<file path="src/rtl/lsu_pkg.sv">
// lsu_pkg: op encodings, FSM states and access helpers for the load/store stage
package lsu_pkg;
  localparam logic [2:0] OP_LB = 3'b000, OP_LH = 3'b001, OP_LW = 3'b010, OP_LBU = 3'b100, OP_LHU = 3'b101;
  localparam logic [2:0] OP_SB = 3'b000, OP_SH = 3'b001, OP_SW = 3'b010;
  typedef enum logic {IDLE, SPLIT} state_t;
  function automatic logic [2:0] op_size(input logic [2:0] op);
    return op[1:0] == 2'b00 ? 3'd1 : op[1:0] == 2'b01 ? 3'd2 : 3'd4;
  endfunction
  function automatic logic op_legal(input logic is_store, input logic [2:0] op);
    return is_store ? (op == OP_SB || op == OP_SH || op == OP_SW)
                    : (op == OP_LB || op == OP_LH || op == OP_LW || op == OP_LBU || op == OP_LHU);
  endfunction
endpackage

</file>
<file path="src/rtl/lsu_mem_stage.sv">
// lsu_mem_stage: load/store sequencer that splits misaligned SH/SW into byte stores
module lsu_mem_stage
  import lsu_pkg::*;
#(
  parameter int MEM_SIZE_KB = 4
) (
  input  logic        clk,
  input  logic        rst_n,
  input  logic        req_valid,
  output logic        req_ready,
  input  logic        req_is_store,
  input  logic [2:0]  req_op,
  input  logic [31:0] req_addr,
  input  logic [31:0] req_wdata,
  output logic        mem_write_en,
  output logic [2:0]  mem_write_op,
  output logic [31:0] mem_write_data,
  output logic [31:0] mem_write_addr,
  output logic        mem_read_en,
  output logic [2:0]  mem_read_op,
  output logic [31:0] mem_read_addr,
  input  logic [31:0] mem_read_data,
  output logic        resp_valid,
  output logic [31:0] resp_data,
  output logic        resp_fault
);
  localparam logic [32:0] MEM_DEPTH = 33'(MEM_SIZE_KB * 1024);
  state_t state, state_n;
  logic [1:0] cnt, idx;
  logic [31:0] addr_q, data_q;
  logic fault, misal, acc, last;
  assign fault = !op_legal(req_is_store, req_op) ||
                 ({1'b0, req_addr} + {30'b0, op_size(req_op)} > MEM_DEPTH);
  assign misal = req_is_store && ((req_op[1:0] == 2'b01 && req_addr[0]) ||
                                  (req_op[1:0] == 2'b10 && req_addr[1:0] != 2'b00));
  assign acc = state == IDLE && req_valid;
  assign last = state == SPLIT && cnt == 2'd1;
  assign req_ready = state == IDLE;
  always_comb begin
    state_n = state;
    mem_write_en = 1'b0;
    mem_write_op = '0;
    mem_write_addr = '0;
    mem_write_data = '0;
    mem_read_en = 1'b0;
    mem_read_op = '0;
    mem_read_addr = '0;
    if (state == SPLIT) begin
      mem_write_en = 1'b1;
      mem_write_op = OP_SB;
      mem_write_addr = addr_q + {30'b0, idx};
      mem_write_data = {24'b0, data_q[{idx, 3'b000} +: 8]};
      state_n = last ? IDLE : SPLIT;
    end else if (req_valid && !fault) begin
      if (!req_is_store) begin
        mem_read_en = 1'b1;
        mem_read_op = req_op;
        mem_read_addr = req_addr;
      end else begin
        mem_write_en = 1'b1;
        mem_write_op = misal ? OP_SB : req_op;
        mem_write_addr = req_addr;
        mem_write_data = misal ? {24'b0, req_wdata[7:0]} : req_wdata;
        state_n = misal ? SPLIT : IDLE;
      end
    end
  end
  always_ff @(posedge clk or negedge rst_n)
    if (!rst_n) state <= IDLE;
    else state <= state_n;
  // byte 0 goes out on the accept cycle; the split registers carry the rest
  always_ff @(posedge clk or negedge rst_n)
    if (!rst_n) begin
      cnt <= '0;
      idx <= '0;
      addr_q <= '0;
      data_q <= '0;
    end else if (acc && !fault && misal) begin
      cnt <= req_op[1:0] == 2'b01 ? 2'd1 : 2'd3;
      idx <= 2'd1;
      addr_q <= req_addr;
      data_q <= req_wdata;
    end else if (state == SPLIT) begin
      cnt <= cnt - 2'd1;
      idx <= idx + 2'd1;
    end
  always_ff @(posedge clk or negedge rst_n)
    if (!rst_n) begin
      resp_valid <= 1'b0;
      resp_data <= '0;
      resp_fault <= 1'b0;
    end else begin
      resp_valid <= (acc && (fault || !misal)) || last;
      resp_data <= (acc && !fault && !req_is_store) ? mem_read_data : '0;
      resp_fault <= acc && fault;
    end
endmodule
</file>
<file path="config.mk">
export PLATFORM = sky130hd
export DESIGN_NAME = lsu_mem_stage
export DESIGN_NICKNAME = d
export VERILOG_FILES = /design/src/rtl/lsu_pkg.sv /design/src/rtl/lsu_mem_stage.sv
export SDC_FILE = /design/constraint.sdc
export NUM_CORES = 1
export LEC_CHECK = 0
export BUFFER_PORTS_ARGS = -buffer_cell sky130_fd_sc_hd__buf_2
export CAP_MARGIN = 25
export CORE_ASPECT_RATIO = 0.5
export CORE_MARGIN = 2
export CORE_UTILIZATION = 50
export DETAILED_ROUTE_END_ITERATION = 7
export PLACE_DENSITY = 0.82
export RECOVER_POWER = 100
export SLEW_MARGIN = 0
export SYNTH_ARGS = -nofsm -noshare
export SYNTH_HDL_FRONTEND = slang
export SYNTH_SLANG_ARGS = --single-unit
</file>
<file path="constraint.sdc">
create_clock -name clk -period 9.5 [get_ports clk]
set_clock_uncertainty 0.2 [all_clocks]
set_input_delay 0.95 -clock clk [delete_from_list [all_inputs] [get_ports clk]]
set_output_delay 0.95 -clock clk [all_outputs]
set_load 0.005 [all_outputs]
</file>
==> flow_summary_export.csv, run 1 <==
group,metric,value,unit
floorplanning,num_rows,28,
timing,fin_hold_ws,0.291,ns
detailed_routing,wire_per_inst,15.9,um
global_route,grt_pass1_wl,26.4,mm
timing,setup_viol,0,
power_and_ir_drop,comb_power_share,9.1,%
timing,fmax,144,MHz
floorplanning,die_height,83.3,um
clock_network,numCtsBuffers,9,
power_and_ir_drop,internal_power,0.657,mW
finish,fillers,1048,
timing,max_slew_margin,-133,%
setup_path,required,9.52,ns
finish,mostFrequentLayoutCell,"buf_2",
floorplanning,dieArea,13500,um^2
clock_network,clockBufferDepth,2,
clock_network,clk_latency,0.34,ns
finish,num_antenna_cells,0,
yosys,ys_ff_latch,103,
yosys,yosysTopAreaCellShare,41.0,%
yosys,synthFlopType,"dfrtp_1",
min_path,hp-start,"data_q[7]",
timing,finalCritPeriodShare,73.0,%
yosys,yosys-top-cells-area,"dfrtp_1, mux2_2, and2_1",
yosys,synthCells,661,
clock_network,cts_root_buf,"clkbuf_16",
floorplanning,initial_core_util,52.2,%
setup_path,startpoint_type,"input port",
clock_network,post_cts_resized,0,
global_route,grt_usage,24.0,%
yosys,synthesis.area,6290,um^2
global_route,grt_max_degree,70,
setup_path,timing.rr.start,"state",
clock_network,clkTransAtPathRegs,0.08,ns
run,maxCapViolations,4,
min_path,hold_class,"reg2reg",
detailed_routing,ant_nets,0,
detailed_routing,vias_per_cell,5.43,
timing,rsz0062_at_grt,"false",
floorplanning,coreArea,12100,um^2
timing,drv_slew,225,
min_path,worstHoldEndpoint,"data_q[7]",
detailed_routing,drcViolationCount,0,
setup_path,r2r_slack,4.47,ns
detailed_routing,wl,16.2,mm
detailed_routing,drt_iter0_markers,323,
clock_network,hold_buffers,0,
setup_path,cp-end-kind,"register",
power_and_ir_drop,p_clk_share,41.9,%
floorplanning,io_pins,242,
power_and_ir_drop,p_leak,3.47,nW
finish,drive_gt1_share,26.3,%
floorplanning,fp.dieW,163,um
yosys,synth.avg_cell_area,9.52,um^2
yosys,synth-edff-count,0,
setup_path,arrival,6.96,ns
global_route,grt_pass1_vias,5314,
outcome,outcome,"finished, violations left",
clock_network,post_cts_buffers,0,
clock_network,cts_tree,"done",
finish,mostFrequentLayoutCells,"buf_2, dfrtp_1, clkbuf_1, nand3_1, nand2_1",
power_and_ir_drop,p_sw,0.237,mW
place,dp_hpwl,11.5,mm
place,gp_congestion,0.873,
setup_path,cp_max_fo,69,
finish,seq_area,2580,um^2
timing,fin_setup_tns,0,ns
setup_path,critical_path_class,"in2reg",
detailed_routing,dr_total_vias,5550,
finish,nets,963,
power_and_ir_drop,power_density,118,nW/um^2
outcome,violations,"capacitance limit, slew limit",
setup_path,r2r-end,"data_q[16]",
timing,period_minus_slack,6.93,ns
yosys,yosys.cell_types.count,56,
yosys,synthArstFlopShare,100,%
power_and_ir_drop,pwr-share-seq,49.0,%
setup_path,rr_worst_depth,7,
finish,multi_input_area,3370,um^2
global_route,overflow,0,
finish,area_delta_synth_final,20.3,%
clock_network,h-tree-depth,3,
setup_path,critical_path.startpoint,"req_op[0]",
min_path,whs_path_depth,1,
place,io_buffer_count,221,
yosys,yosysTopAreaCell,"dfrtp_1",
timing,worst-slew-pin-transition,3.50,ns
timing,hold_viol,0,
power_and_ir_drop,p_sw_share,26.5,%
yosys,yosysSeqAreaShare,41.0,%
yosys,yosysWarnings,0,
clock_network,clock_sinks,103,
detailed_routing,drtPass1Iterations,4,
power_and_ir_drop,peakVddDrop,89.8,uV
global_route,antenna_found_initial,0,
-- power by group through the flow --
stage / Clock (mW) / Combinational (mW) / Sequential (mW)
6_report: 0.375 / 0.0812 / 0.439
5_1_grt: 0.404 / 0.0902 / 0.439
4_1_cts: 0.383 / 0.0793 / 0.439
3_5_place_dp: 0 / 0.0787 / 0.447
3_3_place_gp: 0 / 0.0771 / 0.447
2_1_floorplan: 0 / 0.0383 / 0.448
-- layer usage --
metal  global-route usage, %  routed length (um)  up-vias
met4                    7.00                 284        0
met5                       0                   0        -
met3                    4.95                 852       28
li1                        -                   -     2638
met1                    31.1                7080     2694
met2                    40.8                8000      190
-- flip-flops by register name, indices dropped and copies added (netlist names) --
name / flops
resp_fault: 1
idx: 2
data_q: 32
resp_data: 32
cnt: 2
addr_q: 32
state: 1
resp_valid: 1
-- Yosys cell counts (2+ instances only) --
library cell	count
buf_2	7
xor2_1	18
inv_1	7
nand2b_1	3
and3_1	9
dfrtp_1	103
mux2i_1	4
a311oi_1	2
nor4_1	4
or2_2	4
nor3_1	38
buf_6	8
nor2b_1	23
mux4_2	8
nand4_1	16
o21ai_0	33
a21oi_1	7
nor2_1	28
a41o_1	2
mux2_2	45
a21o_1	3
and4_1	3
clkbuf_1	29
buf_4	21
nor3b_1	2
nand3_1	65
mux2_1	2
o211ai_1	2
nand2_1	53
ha_1	6
or3_1	6
xnor2_1	22
and2_1	54
fa_1	2
-- per-stage QoR --
stage | cell area, um^2 | setup WS [ns] | power (mW) | utilization (%) | cells
global route | 7560 | 2.08 | 0.933 | 62.8 | 1022
finish | 7560 | 2.57 | 0.895 | 62.8 | 1022
floorplan | 6360 | 4.69 | 0.486 | - | 680
CTS | 7620 | 3.76 | 0.901 | 63.2 | 1019
global placement | 7310 | 3.88 | 0.524 | 60.7 | 1003
detailed placement | 7310 | 3.79 | 0.526 | 60.7 | 1003
-- final cells by class --
cell class                      instances  area share (%)
Multi-Input combinational cell        504            44.5
Sequential cell                       103            34.1
Timing Repair Buffer                  227            14.3
Clock buffer                            9            2.98
Tap cell                              165            2.73
Clock inverter                          7            1.11
Inverter                                7           0.347
-- worst max-delay path by stage --
| stage | end | slack (ns) |
|---|---|---|
| finish | data_q[16] | 2.57 |
| global route | data_q[2] | 2.08 |
| detailed placement | mem_write_addr[8] | 3.79 |
| floorplan | mem_write_data[21] | 4.69 |
| global placement | mem_write_addr[9] | 3.88 |
| CTS | mem_write_addr[8] | 3.76 |
-- worst max-delay path, stage by stage --
cell	delay [ns]
clkbuf_1	0.20
nor2b_1	0.35
ha_1	0.30
nand3_1	0.10
and2_0	0.49
mux2_2	0.39
a2111oi_0	0.36
a41o_1	0.26
o2111ai_1	0.26
nor3_4	0.25
clkbuf_1	2.46
mux2_2	0.49
-- kinds of logic (layout without fill, tap and decap cells) --
kind of cell	after synthesis	after routing	share of synthesized area (%)
and+or+nand+nor	316	316	27.0
adders and majority gates	8	8	1.83
buffers and inverters	73	250	6.70
DFF	103	103	41.0
other	1	20	0.0596
xor gates and xnor gates	40	40	5.57
muxes	59	59	11.9
AOI/OAI and AO/OA	61	61	5.99
Power figures use the tool's default switching activity.
==> inputs of run 2 (changes only) <==
--- a/config.mk
+++ b/config.mk
@@ -5,13 +5,14 @@
 export SDC_FILE = /design/constraint.sdc
 export NUM_CORES = 1
 export LEC_CHECK = 0
+export ABC_AREA = 1
 export BUFFER_PORTS_ARGS = -buffer_cell sky130_fd_sc_hd__buf_2
 export CAP_MARGIN = 25
 export CORE_ASPECT_RATIO = 0.5
 export CORE_MARGIN = 2
-export CORE_UTILIZATION = 50
+export CORE_UTILIZATION = 47
 export DETAILED_ROUTE_END_ITERATION = 7
-export PLACE_DENSITY = 0.82
+export PLACE_DENSITY = 0.79
 export RECOVER_POWER = 100
 export SLEW_MARGIN = 0
 export SYNTH_ARGS = -nofsm -noshare
==> constraint.sdc (replaced) <==
create_clock -name clk -period 6 [get_ports clk]
set_clock_uncertainty 0.2 [all_clocks]
set_input_delay 0.6 -clock clk [delete_from_list [all_inputs] [get_ports clk]]
set_output_delay 0.6 -clock clk [all_outputs]
set_load 0.005 [all_outputs]
==> run 2 against run 1 <==
Critical path type is now in2out. Global-route usage is 4.3 points higher. Final cell count rose by 51%. Via count increased by 49%. Synthesized cell count is 74% higher. Critical path depth grew 7. The flow still finishes with violations (capacitance limit, slew limit). Register-to-register slack lost 1.9 ns. Critical endpoint is now mem_write_en. Largest cell class unchanged. Wire length rose by 45%.
==> flow_summary_export.csv, run 2 <==
group,metric,value,unit
run,maxCapViolations,3,
clock_network,clk_latency,0.34,ns
yosys,yosys-top-cells-area,"dfrtp_1, nand2_1, nor2_1",
setup_path,cp_slowest_cell,"nand2_1",
timing,period_minus_slack,5.05,ns
clock_network,numCtsBuffers,9,
floorplanning,dieArea,16700,um^2
yosys,yosysMostFrequentCell,"nand2_1",
floorplanning,coreArea,15300,um^2
global_route,grt_usage,28.3,%
yosys,yosysTopAreaCellShare,35.1,%
yosys,synth.avg_cell_area,6.40,um^2
power_and_ir_drop,peakVddDrop,133,uV
power_and_ir_drop,power_density,172,nW/um^2
place,dp_hpwl,17.7,mm
yosys,synth-edff-count,0,
yosys,yosysWarnings,0,
timing,finalCritPeriodShare,84.1,%
finish,mostFrequentLayoutCell,"nand2_1",
outcome,outcome,"finished, violations left",
clock_network,cts_root_buf,"clkbuf_16",
timing,setup_viol,0,
timing,fin_setup_tns,0,ns
yosys,synthFlopType,"dfrtp_1",
min_path,hold_class,"in2reg",
yosys,synthesis.area,7340,um^2
global_route,grt_pass1_wl,38.4,mm
clock_network,post_cts_resized,0,
yosys,yosys.cell_types.count,41,
floorplanning,die_height,92.4,um
setup_path,cp.buffers_inverters,2,
timing,rsz0062_at_grt,"false",
yosys,muxShareOfSynthArea,0,%
timing,fmax,198,MHz
setup_path,cp_top_family,"simple AND/OR/NAND/NOR gates",
finish,fillers,1584,
clock_network,cts_tree,"done",
yosys,yosysTopAreaCell,"dfrtp_1",
clock_network,hold_buffers,0,
timing,worst-slew-pin-transition,1.98,ns
detailed_routing,drt_iter0_markers,970,
floorplanning,initial_core_util,47.9,%
yosys,synthCells,1147,
floorplanning,fp.dieW,181,um
clock_network,clkTransAtPathRegs,0.07,ns
power_and_ir_drop,p_leak,4.93,nW
detailed_routing,wire_per_inst,15.2,um
global_route,grt_pass1_vias,7814,
finish,reg_top3,"addr_q (32), data_q (32), resp_data (32)",
place,place_worst_setup_slack,1.12,ns
yosys,synth-simple-area-share,43.6,%
yosys,synth_fa_ha_area_share,1.57,%
place,gp_congestion,0.975,
yosys,synth-xor-area-share,0.835,%
detailed_routing,vias_per_cell,5.37,
detailed_routing,drtPass1Iterations,5,
yosys,synth_compound_area_share,6.46,%
yosys,synthArstFlopShare,100,%
finish,nets,1447,
detailed_routing,ant_nets,0,
clock_network,clockBufferDepth,2,
global_route,antenna_found_initial,0,
finish,mostFrequentLayoutCells,"nand2_1, nor2_1, inv_1, buf_2, dfrtp_1",
finish,drive_gt1_share,14.1,%
clock_network,h-tree-depth,3,
setup_path,cp-end-kind,"output pin",
floorplanning,num_rows,32,
timing,max_slew_margin,-31.7,%
outcome,violations,"capacitance limit, slew limit",
setup_path,cp_max_fo,27,
yosys,yosys-top-cells-count,"nand2_1, nor2_1, inv_1",
detailed_routing,drcViolationCount,0,
timing,drv_slew,139,
clock_network,post_cts_buffers,0,
setup_path,required,5.20,ns
finish,area_delta_synth_final,17.6,%
clock_network,clock_sinks,103,
detailed_routing,wl,23.6,mm
setup_path,cp_cell_sequence,"clkbuf_1 -> nor2_1 -> ha_1 -> fa_1 -> nand3_1 -> nand2_1 -> nand2_1 -> nor2_4 -> nand2_1 -> nand2_1 -> nand2_1 -> nor2_1 -> nand2_1 -> nor2_1 -> nand3_1 -> nor2_4 -> nand2_1 -> o21ai_0 -> clkbuf_1",
global_route,grt_max_degree,71,
timing,hold_viol,0,
global_route,overflow,0,
yosys,synth_top_family_by_area,"simple AND/OR/NAND/NOR gates",
setup_path,arrival,4.25,ns
timing,setup_slack,0.955,ns
setup_path,startpoint_type,"input port",
setup_path,crit_path_frequent_cell,"nand2_1",
floorplanning,io_pins,242,
yosys,ys_ff_latch,103,
setup_path,critical_path_class,"in2out",
yosys,yosysSeqAreaShare,35.1,%
detailed_routing,dr_total_vias,8297,
setup_path,max_stage_delay,0.62,ns
place,io_buffer_count,221,
[run 2: area by class of cell]
class | instances | area (um^2) | share of cell area (%)
antenna | 1 | 2.50 | 0.0290
clock buffer | 11 | 243 | 2.81
clock inverter | 5 | 63.8 | 0.739
inverter | 140 | 526 | 6.09
multi-input combinational | 854 | 3910 | 45.3
sequential | 103 | 2580 | 29.8
tap | 204 | 255 | 2.96
timing repair buffer | 228 | 1060 | 12.3
[run 2: cells by family after synthesis]
logic type               count (synthesis)
AND/OR/NAND/NOR                        732
buffers and inverters                  209
flip-flops                             103
AO/OA/AOI/OAI                           87
adder cells (fa/ha/maj)                  8
XOR/XNOR                                 7
other                                    1
[run 2: final timing paths]
check                             startpoint            end  slack, ns  cells after the start
min                        mem_read_data[12]  resp_data[12]       0.25                      3
max                                req_op[1]   mem_write_en       0.95                     19
min in group asynchronous              rst_n  resp_data[22]       0.60                      1
min reg2reg                       data_q[21]     data_q[21]       0.28                      2
max reg2reg                            state         cnt[1]       2.58                      6
max in group asynchronous              rst_n      addr_q[2]       2.48                      2
[run 2: worst reg2reg max path, cell delays in order (launching register included)]
cell      delay (ns)
dfrtp_1         0.40
clkbuf_1        1.19
clkinv_1        1.04
nor2_1          0.27
a21oi_1         0.07
nand2_1         0.09
nand2_1         0.06
[run 2: per-stage QoR]
stage / util (%) / power (mW) / hold slack [ns] / instances / cell area [um^2]
floorplan: - / 0.806 / 0.104 / 1166 / 7410
global placement: 55.2 / 0.888 / 0.260 / 1529 / 8470
detailed placement: 55.2 / 0.890 / 0.263 / 1529 / 8470
CTS: 57.2 / 1.49 / 0.0179 / 1545 / 8770
global route: 56.3 / 1.54 / 0.249 / 1545 / 8630
finish: 56.3 / 1.49 / 0.253 / 1546 / 8640
[run 2: per-layer routing]
metal / GRT usage [%] / vias to the layer above / share of wire, %
li1: - / 3991 / -
met1: 37.8 / 3869 / 43
met2: 47.6 / 385 / 46
met3: 4.95 / 52 / 7.8
met4: 7.93 / 0 / 2.6
met5: 0 / - / 0
[run 2: where the power goes]
| part | total (mW) | internal, mW | leakage (nW) | switching (mW) |
|---|---|---|---|---|
| registers | 0.695 | 0.695 | 1.33 | 0.000785 |
| clock network | 0.610 | 0.340 | 0.152 | 0.270 |
| logic | 0.183 | 0.0518 | 3.45 | 0.131 |
